**src/rtl/booth_pp_accumulator_pkg.sv**
```systemverilog
// Shared constants, FSM encoding and slot helper for the Booth partial-product accumulator.
// Default slot geometry matches a 16x16 radix-4 Booth generator (8 slots of 32 bits).
package booth_pkg;

    localparam int NUM_PP = 8;
    localparam int PP_W   = 32;

    typedef enum logic [1:0] {
        IDLE  = 2'd0,
        ACCUM = 2'd1,
        DONE  = 2'd2
    } state_t;

    // Slot i of a default-geometry partial-product bus.
    function automatic logic [PP_W-1:0] pp_slot(input logic [NUM_PP*PP_W-1:0] bus,
                                                input int unsigned           i);
        return bus[i*PP_W +: PP_W];
    endfunction

endpackage

```
**src/rtl/booth_pp_accumulator_pp_slice_sum.sv**
```systemverilog
// Combinational sum of one group of PP_PER_CYCLE partial-product slots, modulo 2^PP_W.
// The loop unrolls into an adder chain that synthesis rebalances into a tree.
module pp_slice_sum #(
    parameter int PP_W         = 32,
    parameter int PP_PER_CYCLE = 1
) (
    input  logic [PP_PER_CYCLE*PP_W-1:0] slots,
    output logic [PP_W-1:0]              sum
);

    always_comb begin
        // NOTE: every always_comb output gets a default before any branch or loop, so no latch is inferred.
        sum = '0;
        for (int g = 0; g < PP_PER_CYCLE; g++) begin
            sum = sum + slots[g*PP_W +: PP_W];
        end
    end

endmodule

```
**src/rtl/booth_pp_accumulator.sv**
```systemverilog
// Sequential reduction of a radix-4 Booth partial-product bus into one signed product,
// PP_PER_CYCLE slots per cycle, with valid/ready handshakes on both sides.
module booth_pp_accumulator #(
    parameter int NUM_PP       = booth_pkg::NUM_PP,
    parameter int PP_W         = booth_pkg::PP_W,
    parameter int PP_PER_CYCLE = 1
) (
    input  logic                   clk,
    input  logic                   rst_n,
    input  logic                   in_valid,
    output logic                   in_ready,
    input  logic [NUM_PP*PP_W-1:0] in_pp,
    output logic                   out_valid,
    input  logic                   out_ready,
    output logic [PP_W-1:0]        out_product,
    output logic                   busy
);

    import booth_pkg::*;

    localparam int               IDX_W    = $clog2(NUM_PP) + 1;
    localparam logic [IDX_W-1:0] STEP     = IDX_W'(PP_PER_CYCLE);
    localparam logic [IDX_W-1:0] LAST_IDX = IDX_W'(NUM_PP - PP_PER_CYCLE);

    state_t                   state;
    state_t                   next_state;
    logic [NUM_PP*PP_W-1:0]   pp_reg;
    logic [PP_W-1:0]          acc;
    logic [IDX_W-1:0]         idx;
    logic [PP_PER_CYCLE*PP_W-1:0] group;
    logic [PP_W-1:0]          group_sum;
    logic [PP_W-1:0]          acc_next;
    logic                     accept;
    logic                     last_group;

    assign in_ready   = (state == IDLE) || ((state == DONE) && out_ready);
    assign accept     = in_valid && in_ready;
    assign busy       = (state == ACCUM);
    assign last_group = (idx == LAST_IDX);
    assign acc_next   = acc + group_sum;

    // Pick the PP_PER_CYCLE slots starting at idx out of the latched bus.
    always_comb begin
        group = '0;
        for (int g = 0; g < PP_PER_CYCLE; g++) begin
            group[g*PP_W +: PP_W] = pp_reg[(int'(idx) + g)*PP_W +: PP_W];
        end
    end

    pp_slice_sum #(
        .PP_W         (PP_W),
        .PP_PER_CYCLE (PP_PER_CYCLE)
    ) u_slice_sum (
        .slots (group),
        .sum   (group_sum)
    );

    always_comb begin
        next_state = state;
        unique case (state)
            IDLE:    if (accept) next_state = ACCUM;
            ACCUM:   if (last_group) next_state = DONE;
            DONE:    if (out_ready) next_state = in_valid ? ACCUM : IDLE;
            default: next_state = IDLE;
        endcase
    end

    // NOTE: sequential state uses non-blocking assignments so every register samples pre-edge values.
    always_ff @(posedge clk) begin
        if (!rst_n) begin
            state       <= IDLE;
            acc         <= '0;
            idx         <= '0;
            out_product <= '0;
            out_valid   <= 1'b0;
        end else begin
            state <= next_state;
            if (accept) begin
                acc <= '0;
                idx <= '0;
            end else if (state == ACCUM) begin
                acc <= acc_next;
                idx <= idx + STEP;
                if (last_group) begin
                    out_product <= acc_next;
                    out_valid   <= 1'b1;
                end
            end
            if ((state == DONE) && out_ready) begin
                out_valid <= 1'b0;
            end
        end
    end

    // NOTE: pp_reg is pure datapath, always reloaded on accept before use, so it carries no reset.
    always_ff @(posedge clk) begin
        if (accept) begin
            pp_reg <= in_pp;
        end
    end

endmodule

```
**config.mk**
```make
export PLATFORM = sky130hd
export DESIGN_NAME = booth_pp_accumulator
export DESIGN_NICKNAME = d
export VERILOG_FILES = /design/src/rtl/booth_pp_accumulator_pkg.sv /design/src/rtl/booth_pp_accumulator_pp_slice_sum.sv /design/src/rtl/booth_pp_accumulator.sv
export SDC_FILE = /design/constraint.sdc
export NUM_CORES = 1
export LEC_CHECK = 0
export ABC_CLOCK_PERIOD_IN_PS = 14240
export CAP_MARGIN = 15
export CORE_MARGIN = 2
export CORE_UTILIZATION = 55
export DETAILED_ROUTE_END_ITERATION = 12
export HOLD_SLACK_MARGIN = 0.08
export PLACE_DENSITY = 0.85
export SYNTH_ARGS = -nofsm -noshare
export SYNTH_HDL_FRONTEND = slang
export SYNTH_HIERARCHICAL = 1
export SYNTH_SLANG_ARGS = --single-unit
```
**constraint.sdc**
```tcl
create_clock -name clk -period 14.24 [get_ports clk]
set_clock_uncertainty 0.05 [all_clocks]
set_input_delay 4.272 -clock clk [delete_from_list [all_inputs] [get_ports clk]]
set_output_delay 4.272 -clock clk [all_outputs]
set_load 0.05 [all_outputs]
```
# == Yosys cells after proc, flatten, opt, wreduce, memory -nomap -nowiden ==
# Index checks and enable logic that the tools add are counted.
# word_totals
reg_bits,327
output_inout_bits,35
word_cells,30
# classes
reduce_logical,8
n_eq_ne,6
n_bitwise,2
add_sub_neg,2
shift,1
muxes,5
# op_table
cell,count
256-bit by 10-bit indexed part select with 32-bit output,1
32-bit adder,1
2-bit two-way mux,3
2-bit case mux with 3 select lines,1
3-bit AND reduction,2
4-bit by 1-bit adder with 4-bit output (second input constant),1
4-bit by 3-bit == test with 1-bit output (second input constant),1
2-bit != test (second input constant),2
2-bit OR reduction,2
2-bit by 1-bit == test with 1-bit output (second input constant),1
2-bit == test (second input constant),1
1-bit logical AND,2
2-bit logical NOT,1
2-bit by 1-bit != test with 1-bit output (second input constant),1
1-bit inverter,2
1-bit logical OR,1
1-bit two-way mux,1

# == Longest topological paths before layout ==
# Gate-level depths: netlist (run 1).
# logic_depth
word_depth,6
depth_mapped,17
mapped_depth_nobuf,14

# == Modules after synthesis ==
# Netlist (run 1), hierarchy kept.
# modules_own_cells
mod,seq_area_each_um2,area_each_um2,n_inst,cells_per_inst
booth_pp_accumulator,9108.7,13820.8,1,942
pp_slice_sum,0.0,240.2,1,32

# == Least setup slack after synthesis (run 1) ==
# No wires, ideal clock.
# synth_path
kind,input port to flip-flop
from,input out_ready
to,"register pp_reg[0], enable pin"
arrival_ns,10.347
setup_slack_ns,3.236
setup_ns,0.607
required_time_ns,13.583
stages,4
path_cell_list,inv_1 -> a21oi_1 -> nand2_1 -> inv_1
# synth_via
elab_chain_len,3
# synth_lines
element,line,rtl
"start, declared",booth_pp_accumulator.sv:14,"input logic out_ready,"
1-bit logical AND,booth_pp_accumulator.sv:36,assign in_ready = (state == IDLE) || ((state == DONE) && out_ready);
1-bit logical OR,booth_pp_accumulator.sv:36,
via in_ready,booth_pp_accumulator.sv:11,"output logic in_ready,"
1-bit logical AND,booth_pp_accumulator.sv:37,assign accept = in_valid && in_ready;
via accept,booth_pp_accumulator.sv:33,logic accept;
"end signal, assigned",booth_pp_accumulator.sv:98,pp_reg <= in_pp;
"end, declared",booth_pp_accumulator.sv:27,logic [NUM_PP*PP_W-1:0] pp_reg;
# The timed path passes the listed nets, and every way through them passes these cells.
# A chain may end at the register's enable or synchronous reset.

# == Final worst setup path (run 1) ==
# layout_path
from,input out_ready
to,output in_ready
# layout_via
elab_chain_len,2
# layout_lines
element,line
1-bit logical AND,booth_pp_accumulator.sv:36
1-bit logical OR,booth_pp_accumulator.sv:36
"end, declared",booth_pp_accumulator.sv:11
# Every way passes these cells.

==> flow_summary.yaml, run 1 <==
clock_network:
  root_buffer: "clkbuf_16"
  path_clk_slew_ps: 60
  clk_latency_ps: 520
  cts_resized: 0
  tritoncts: "built"
  clockBufferDepth: 3
  clock-sinks: 327
  hold_buffers: 0
  post_cts_buffers: 0
  cts_buffers: 35
  cts-htree-levels: 2
power_and_ir_drop:
  switching_share_pct: 23.0
  leakage_nw: 6.31
  internal_power_mw: 1.77
  seqPwrFrac_pct: 48.5
  p_per_area_nw_per_um2: 126
  p_sw_mw: 0.528
  pwr-share-comb_pct: 11.9
  ir_drop_v: 0.000117
  power_frac_clock_pct: 39.6
drt:
  wl_per_cell_um: 22.0
  vias: 9038
  first_iter_violations: 706
  drt_first_pass_iters: 5
  ant_nets: 0
  wl_um: 35000
  post_drt_via_cell_ratio: 5.66
  drc: 0
finish:
  diodes: 0
  drive_gt1_share_pct: 11.5
  largest_reg_flops: 256
  regArea_um2: 9110
  synthToLayoutAreaGrowth_pct: 29.8
  multi_input_area_um2: 4500
  num-fill-cells: 1620
  finalNetCount: 1532
floorplanning:
  die_w_um: 164
  rows: 58
  start_util_pct: 56.0
  design.core.area_um2: 25100
  die_area_um2: 26900
  die_h_um: 164
  pin_count: 295
logic_synthesis:
  syn_inst: 974
  synth-edff-count: 256
  ys_types: 53
  synth_seq_cells: 327
  syn_area_um2: 14100
  seq_area_frac_synth_pct: 64.8
  synth_nets: 1267
  synth_ff_type: "edfxtp_1"
  syn_area_per_cell_um2: 14.4
  async_reset_ff_share_pct: 0
  yosysWarnings: 6
critical_path:
  cp.required_ps: 9920
  r2r_setup_slack_ps: 8640
  startpoint_type: "primary input"
  critical_path_class: "primary input to output port"
  r2r-end: "acc[20]$_SDFFE_PP0P_"
  cp-end-kind: "output port"
  arrival_ps: 5850
  crit_fanout: 2
  rr_worst_depth: 15
  reg2reg_from: "idx[0]$_SDFFE_PP0P_"
global_route:
  grt_pass1_wl_um: 52200
  antenna_found_initial: 0
  gr-usage-met1_pct: 32.6
  grt_max_degree: 121
  grt_pass1_vias: 9198
  busiest_layer: "met2"
  use_met2_pct: 46.9
  grt.overflow.total: 0
  grt_util_met3_pct: 5.33
  grtUsageTotal_pct: 26.1
sta:
  max_freq_ghz: 0.0983
  period_share_pct: 71.4
  finalHoldViolCount: 0
  setup_viol: 0
  fin_ws_ps: 4070
  final.min_clock_period_ps: 10170
  finalSetupTns_ps: 0
  final_max_slew_viol_count: 0
  rsz0062_at_grt: "no"
  tightest_slew_ps: 1050
  slew_headroom_pct: 29.7
place:
  place_congestion: 0.941
  portBuffers: 294
  dpl.hpwl_um: 23800
  post-place-ws_ps: 4060
hold_path:
  min-delay-start: "out_product[24]$_SDFFE_PN0P_"
  holdPathStages: 2
  hold_path_class: "register to register"
  whs_endpoint: "out_product[24]$_SDFFE_PN0P_"
flow_run:
  cap_viol_max_count: 0
status:
  outcome: "complete, no violations"
## cells by family (layout without fill, tap and decap cells)
logic type               count (synthesis)  in the layout  share of synthesized area (%)
AO/OA/AOI/OAI                          163            163                           7.35
adder cells (fa/ha/maj)                 33             33                           2.99
buffers and inverters                   86            378                           3.21
AND/OR/NAND/NOR                        240            240                           7.33
flip-flops                             327            327                           64.8
XOR/XNOR                                29             29                           1.81
multiplexers                            96             96                           12.5
## power by group through the flow
stage          Combinational, mW  Sequential [mW]  Clock [mW]
2_1_floorplan              0.169             1.13           0
3_3_place_gp               0.264             1.13           0
3_5_place_dp               0.270             1.13           0
4_1_cts                    0.274             1.11       0.920
5_1_grt                    0.295             1.12       0.958
6_report                   0.274             1.11       0.910
## routing by layer
layer	up-vias	share of wire [%]
li1	4173	-
met1	4437	38
met2	362	53
met3	66	6.4
met4	0	2.5
met5	-	0
## cells in the final DEF, fill, tap and decap left out, drive strengths merged, types with 12 or more instances in the layout
cell type / netlist / final
nand3: 12 / 12
edfxtp: 256 / 256
xnor2: 19 / 19
dfxtp: 71 / 71
clkinv: 0 / 17
ha: 32 / 32
o21ai: 25 / 25
nand2: 129 / 129
a21o: 12 / 12
clkdlybuf4s50: 0 / 294
mux2i: 32 / 32
a21oi: 79 / 79
nor2: 61 / 61
clkbuf: 33 / 43
mux4: 64 / 64
## worst max path at each step
stage	to	from	slack, ps
2_1_floorplan	pp_reg[0]$_DFFE_PP_	out_ready	3240
3_3_place_gp	in_ready	out_ready	4120
3_5_place_dp	in_ready	out_ready	4060
4_1_cts	in_ready	out_ready	4050
5_1_grt	in_ready	out_ready	3980
6_report	in_ready	out_ready	4070
## layout make-up
type                            instances  share of cell area (%)
Clock inverter                         21                    1.10
Sequential cell                       327                    49.9
Tap cell                              330                    2.26
Timing Repair Buffer                  304                    16.5
Clock buffer                           43                    5.26
Multi-Input combinational cell        561                    24.7
Inverter                               10                   0.247
## critical path, cell delays in order
cell and delay [ps]:
clkdlybuf4s50_1 490, inv_1 60, a21oi_1 190, clkdlybuf4s50_1 840
## stage by stage
stage                     hold slack (ps)  area, µm²  util (%)  std cells  total power, mW
after detailed placement              395      17100      68.1       1532             1.40
after CTS                             403      18300      72.7       1596             2.31
after global placement                389      17100      68.1       1532             1.39
final                                 399      18300      72.7       1596             2.30
after floorplan                       386      14100         -        974             1.30
after global routing                  420      18300      72.7       1596             2.37
## cells in the mapped netlist (5+ instances only)
master,instances,area [µm²]
nand3_1,12,60.1
o21ai_1,7,35.0
buf_1,6,22.5
inv_1,10,37.5
clkbuf_1,33,124
nor3_1,6,30.0
a21oi_1,79,395
buf_4,33,248
a211oi_1,10,75.1
nor2_1,61,229
nand2_1,127,477
o21ai_0,18,90.1
mux2i_1,32,320
edfxtp_1,256,7690
mux4_2,64,1440
xnor2_1,19,166
xor2_1,10,87.6
dfxtp_1,71,1420
a21o_1,12,90.1
nor2b_1,5,31.3
ha_1,32,400
(Power assumes the default switching activity.)
==> run 2: changes to the inputs <==
ABC_CLOCK_PERIOD_IN_PS = 9800   (was 14240)
CORE_UTILIZATION = 51   (was 55)
PLACE_DENSITY = 0.8   (was 0.85)
clock period = 9.8 ns   (was 14.24 ns; I/O delays follow)
==> run 2 against run 1 <==
Sequential share of layout area is 0.19 points higher. Count of clock-buffer cells in the layout is 1 higher. Non-clock buffer count stayed put. Flip-flop and latch count stayed put. Total power is 42% higher. Die area is 7.7% higher. First-iteration DRC count is 19% lower. Sequential power is 45% higher. Combinational power is 45% higher. Routed wire length is 6.8% lower. Register-to-register slack worse by 4200 ps. Critical path type unchanged. Largest cell class unchanged. Highest routed layer unchanged.
==> flow_summary.yaml, run 2 (synthesis gave the netlist of run 1 again) <==
sta:
  period_share_pct: 76.1
  final.min_clock_period_ps: 7460
  slew_headroom_pct: 31.4
  rsz0062_at_grt: "no"
  setup_viol: 0
  max_freq_ghz: 0.134
  tightest_slew_ps: 1030
  finalSetupTns_ps: 0
  final_max_slew_viol_count: 0
  finalHoldViolCount: 0
critical_path:
  critPathSlowestCell: "clkdlybuf4s50_1"
  crit_fanout: 2
  cp_cell_sequence: "clkdlybuf4s50_1 -> inv_1 -> a21oi_1 -> clkdlybuf4s50_1"
  startpoint_type: "primary input"
  crit_path_frequent_cell: "clkdlybuf4s50_1"
  arrival_ps: 4470
  rr_worst_depth: 12
  r2r-end: "out_product[22]$_SDFFE_PN0P_"
  cp-end-kind: "output port"
  reg2reg_from: "idx[0]$_SDFFE_PP0P_"
  cp.required_ps: 6810
  r2r_setup_slack_ps: 4460
  max_stage_delay_ps: 820
  critical_path_class: "primary input to output port"
drt:
  wl_um: 32700
  ant_nets: 0
  drt_first_pass_iters: 5
  drc: 0
  first_iter_violations: 570
  post_drt_via_cell_ratio: 5.56
  wl_per_cell_um: 20.4
  vias: 8914
floorplanning:
  die_area_um2: 28900
  start_util_pct: 52.0
  pin_count: 295
  die_w_um: 170
  design.core.area_um2: 27000
  rows: 60
  die_h_um: 170
clock_network:
  path_clk_slew_ps: 60
  cts-htree-levels: 2
  clock-sinks: 327
  hold_buffers: 0
  clk_latency_ps: 510
  clockBufferDepth: 3
  root_buffer: "clkbuf_16"
  post_cts_buffers: 0
  cts_buffers: 34
  tritoncts: "built"
  cts_resized: 0
power_and_ir_drop:
  power_frac_clock_pct: 38.5
  p_per_area_nw_per_um2: 180
  leakage_nw: 6.26
  switching_share_pct: 22.7
  seqPwrFrac_pct: 49.4
  internal_power_mw: 2.53
  total_power_mw: 3.27
  pwr-share-comb_pct: 12.1
  ir_drop_v: 0.000217
  p_sw_mw: 0.741
global_route:
  grt_pass1_wl_um: 50000
  grt_max_degree: 142
  antenna_found_initial: 0
  grt.overflow.total: 0
  grt_pass1_vias: 9045
  grtUsageTotal_pct: 22.9
finish:
  num-fill-cells: 1864
  diodes: 0
  final_common_cell: "clkdlybuf4s50_1"
  finalNetCount: 1531
  largest_reg_flops: 256
  synthToLayoutAreaGrowth_pct: 29.4
  final_cell_mix: "clkdlybuf4s50_1, edfxtp_1, nand2_1"
  drive_gt1_share_pct: 11.0
hold_path:
  hold_path_class: "register to register"
  min-delay-start: "out_product[23]$_SDFFE_PN0P_"
  whs_endpoint: "out_product[23]$_SDFFE_PN0P_"
  holdPathStages: 2
status:
  outcome: "complete, no violations"
place:
  dpl.hpwl_um: 23000
  place_congestion: 0.917
  portBuffers: 294
flow_run:
  cap_viol_max_count: 0
## run 2: cell count changes in the layout (fill, tap and decap cells not counted), sizes merged
cell	delta
clkinv	-7
clkbuf	+1
clkinvlp	+1
inv	+1
## run 2: metal layers
layer / global-route usage, % / up-vias / wire length [µm]
met1: 29.9 / 4315 / 13300
met5: 0 / - / 0
li1: - / 4199 / -
met2: 38.7 / 339 / 16400
met3: 4.79 / 61 / 2110
met4: 6.99 / 0 / 908
## run 2: area by class of cell
| class | instances | area (µm²) | share of cell area (%) |
|---|---|---|---|
| clock inverters | 16 | 169 | 0.929 |
| repair buffers | 304 | 3020 | 16.6 |
| well taps | 341 | 427 | 2.35 |
| flip-flops and latches | 327 | 9120 | 50.1 |
| inverters | 10 | 45.0 | 0.248 |
| clock buffers | 44 | 910 | 5.00 |
| multi-input cells | 561 | 4500 | 24.8 |
## run 2: how the worst max path moves through the flow
stage	startpoint	to	slack (ps)	cells past startpoint
5_1_grt	out_ready	in_ready	2290	4
3_5_place_dp	out_ready	in_ready	2350	4
6_report	out_ready	in_ready	2340	4
4_1_cts	out_ready	in_ready	2340	4
2_1_floorplan	out_ready	pp_reg[0]$_DFFE_PP_	130	4
3_3_place_gp	out_ready	in_ready	2340	4
## run 2: through the flow
step	cell area (µm²)	utilization (%)	hold WS, ps	setup WS [ps]	std cells
2_1_floorplan	14100	-	386	128	974
3_3_place_gp	17100	63.3	393	2340	1543
3_5_place_dp	17100	63.3	396	2350	1543
4_1_cts	18200	67.3	404	2340	1603
5_1_grt	18200	67.3	421	2290	1603
6_report	18200	67.3	401	2340	1603
## run 2: power groups by stage
| stage | logic (mW) | clock network (mW) | registers (mW) |
|---|---|---|---|
| 2_1_floorplan | 0.245 | 0 | 1.64 |
| 3_3_place_gp | 0.388 | 0 | 1.64 |
| 3_5_place_dp | 0.393 | 0 | 1.64 |
| 4_1_cts | 0.396 | 1.28 | 1.62 |
| 5_1_grt | 0.429 | 1.34 | 1.62 |
| 6_report | 0.396 | 1.26 | 1.61 |
## run 2: worst max-delay path: cells and delay by family
family | cells | cell delay, ps
AO/OA/AOI/OAI | 1 | 170
buffers and inverters | 3 | 1360
==> run 3: changes to the inputs <==
ABC_CLOCK_PERIOD_IN_PS = 7250   (was 9800)
clock period = 7.25 ns   (was 9.8 ns; I/O delays follow)
==> run 3 against run 2 <==
Cell count is 0.56% higher. Highest routed layer unchanged. Critical path type unchanged. Clock power grew 37%. Via count rose by 0.63%. Design area up 0.63%. Register-to-register slack got worse by 2000 ps. Largest cell class unchanged. Total power rose by 36%. Largest power group unchanged. Sequential share of layout area decreased by 0.31 points. Die area did not move. Flip-flop and latch count unchanged.
==> flow_summary.yaml, run 3 (synthesis gave the netlist of run 1 again) <==
drt:
  drc: 0
  wl_per_cell_um: 20.5
  wl_um: 33100
  first_iter_violations: 729
  post_drt_via_cell_ratio: 5.56
  drt_first_pass_iters: 5
  vias: 8970
  ant_nets: 0
critical_path:
  critical_path_class: "primary input to output port"
  r2r-end: "out_product[26]$_SDFFE_PN0P_"
  cp.required_ps: 5030
  rr_worst_depth: 14
  reg2reg_from: "idx[0]$_SDFFE_PP0P_"
  crit_fanout: 2
  arrival_ps: 3720
  r2r_setup_slack_ps: 2440
  startpoint_type: "primary input"
  cp-end-kind: "output port"
sta:
  final.min_clock_period_ps: 5950
  fin_ws_ps: 1300
  slew_headroom_pct: 32.9
  rsz0062_at_grt: "no"
  final_max_slew_viol_count: 0
  setup_viol: 0
  period_share_pct: 82.1
  max_freq_ghz: 0.168
  tightest_slew_ps: 1000
  finalSetupTns_ps: 0
  finalHoldViolCount: 0
finish:
  synthToLayoutAreaGrowth_pct: 30.2
  largest_reg_flops: 256
  finalNetCount: 1535
  num-fill-cells: 1898
  final_cell_mix: "clkdlybuf4s50_1, edfxtp_1, nand2_1"
  drive_gt1_share_pct: 11.7
  stdcell_area_um2: 18300
  final_common_cell: "clkdlybuf4s50_1"
clock_network:
  hold_buffers: 0
  tritoncts: "built"
  clock-sinks: 327
  path_clk_slew_ps: 60
  clk_latency_ps: 510
  clockBufferDepth: 3
  cts_resized: 0
  cts-htree-levels: 2
  cts_buffers: 35
  root_buffer: "clkbuf_16"
  post_cts_buffers: 0
place:
  place_area_um2: 17200
  place_congestion: 0.851
  post-place-ws_ps: 1300
  dpl.hpwl_um: 24000
  portBuffers: 294
hold_path:
  holdPathStages: 2
  whs_endpoint: "out_product[12]$_SDFFE_PN0P_"
  hold_path_class: "register to register"
  min-delay-start: "out_product[12]$_SDFFE_PN0P_"
floorplanning:
  start_util_pct: 52.0
  pin_count: 295
  die_w_um: 170
  die_area_um2: 28900
  die_h_um: 170
  design.core.area_um2: 27000
  rows: 60
global_route:
  grt_max_degree: 83
  grt_pass1_wl_um: 49900
  grt_pass1_vias: 9049
  grt.overflow.total: 0
  antenna_found_initial: 2
  grtUsageTotal_pct: 22.9
flow_run:
  cap_viol_max_count: 0
power_and_ir_drop:
  p_per_area_nw_per_um2: 243
  ir_drop_v: 0.000173
  total_power_mw: 4.45
  leakage_nw: 6.31
status:
  outcome: "complete, no violations"
==> run 3: cell types whose count changed in the layout (fill, tap and decap cells not counted), moves of 2 or more <==
cell	before	now
clkinv_2	5	7
clkinv_4	2	0
clkbuf_1	9	6
clkbuf_4	0	2
buf_12	0	4
clkbuf_8	0	2
diode_2	0	3
==> run 3: area by class of cell <==
class | instances | area, µm² | area share (%)
sequential | 327 | 9120 | 49.8
clock buffer | 47 | 971 | 5.30
timing repair buffer | 307 | 3090 | 16.9
clock inverter | 16 | 145 | 0.793
inverter | 10 | 41.3 | 0.226
multi-input combinational | 561 | 4500 | 24.6
antenna | 3 | 7.51 | 0.0410
tap | 341 | 427 | 2.33
==> run 3: critical path, cell delays in order <==
cell,delay [ps]
clkdlybuf4s50_1,480
inv_1,60
a21oi_1,180
clkdlybuf4s50_1,830
==> run 3: worst max path at each step <==
| stage | start | to | slack, ps | cells after the start |
|---|---|---|---|---|
| global placement | out_ready | in_ready | 1320 | 4 |
| CTS | out_ready | in_ready | 1290 | 4 |
| finish | out_ready | in_ready | 1300 | 4 |
| global route | out_ready | in_ready | 1240 | 4 |
| detailed placement | out_ready | in_ready | 1300 | 4 |
| floorplan | out_ready | pp_reg[0]$_DFFE_PP_ | 130 | 4 |
==> run 3: report_power, final <==
group	total, mW	internal [mW]	leakage, nW	switching, mW
Combinational	0.545	0.281	2.73	0.264
Clock	1.72	1.02	0.555	0.704
Sequential	2.18	2.14	3.03	0.0390
==> run 3: through the flow <==
step           instances  utilization, %  hold slack [ps]
6_report            1612            67.7              399
5_1_grt             1612            67.7              420
4_1_cts             1608            67.6              403
3_5_place_dp        1545            63.5              396
3_3_place_gp        1545            63.5              389
2_1_floorplan        974               -              386
==> run 3: per-layer routing <==
| layer | wire length, µm | vias up | GRT usage (%) |
|---|---|---|---|
| met5 | 0 | - | 0 |
| met2 | 16700 | 352 | 39.3 |
| met4 | 746 | 0 | 5.80 |
| met3 | 1860 | 45 | 3.74 |
| li1 | - | 4202 | - |
| met1 | 13800 | 4371 | 30.7 |
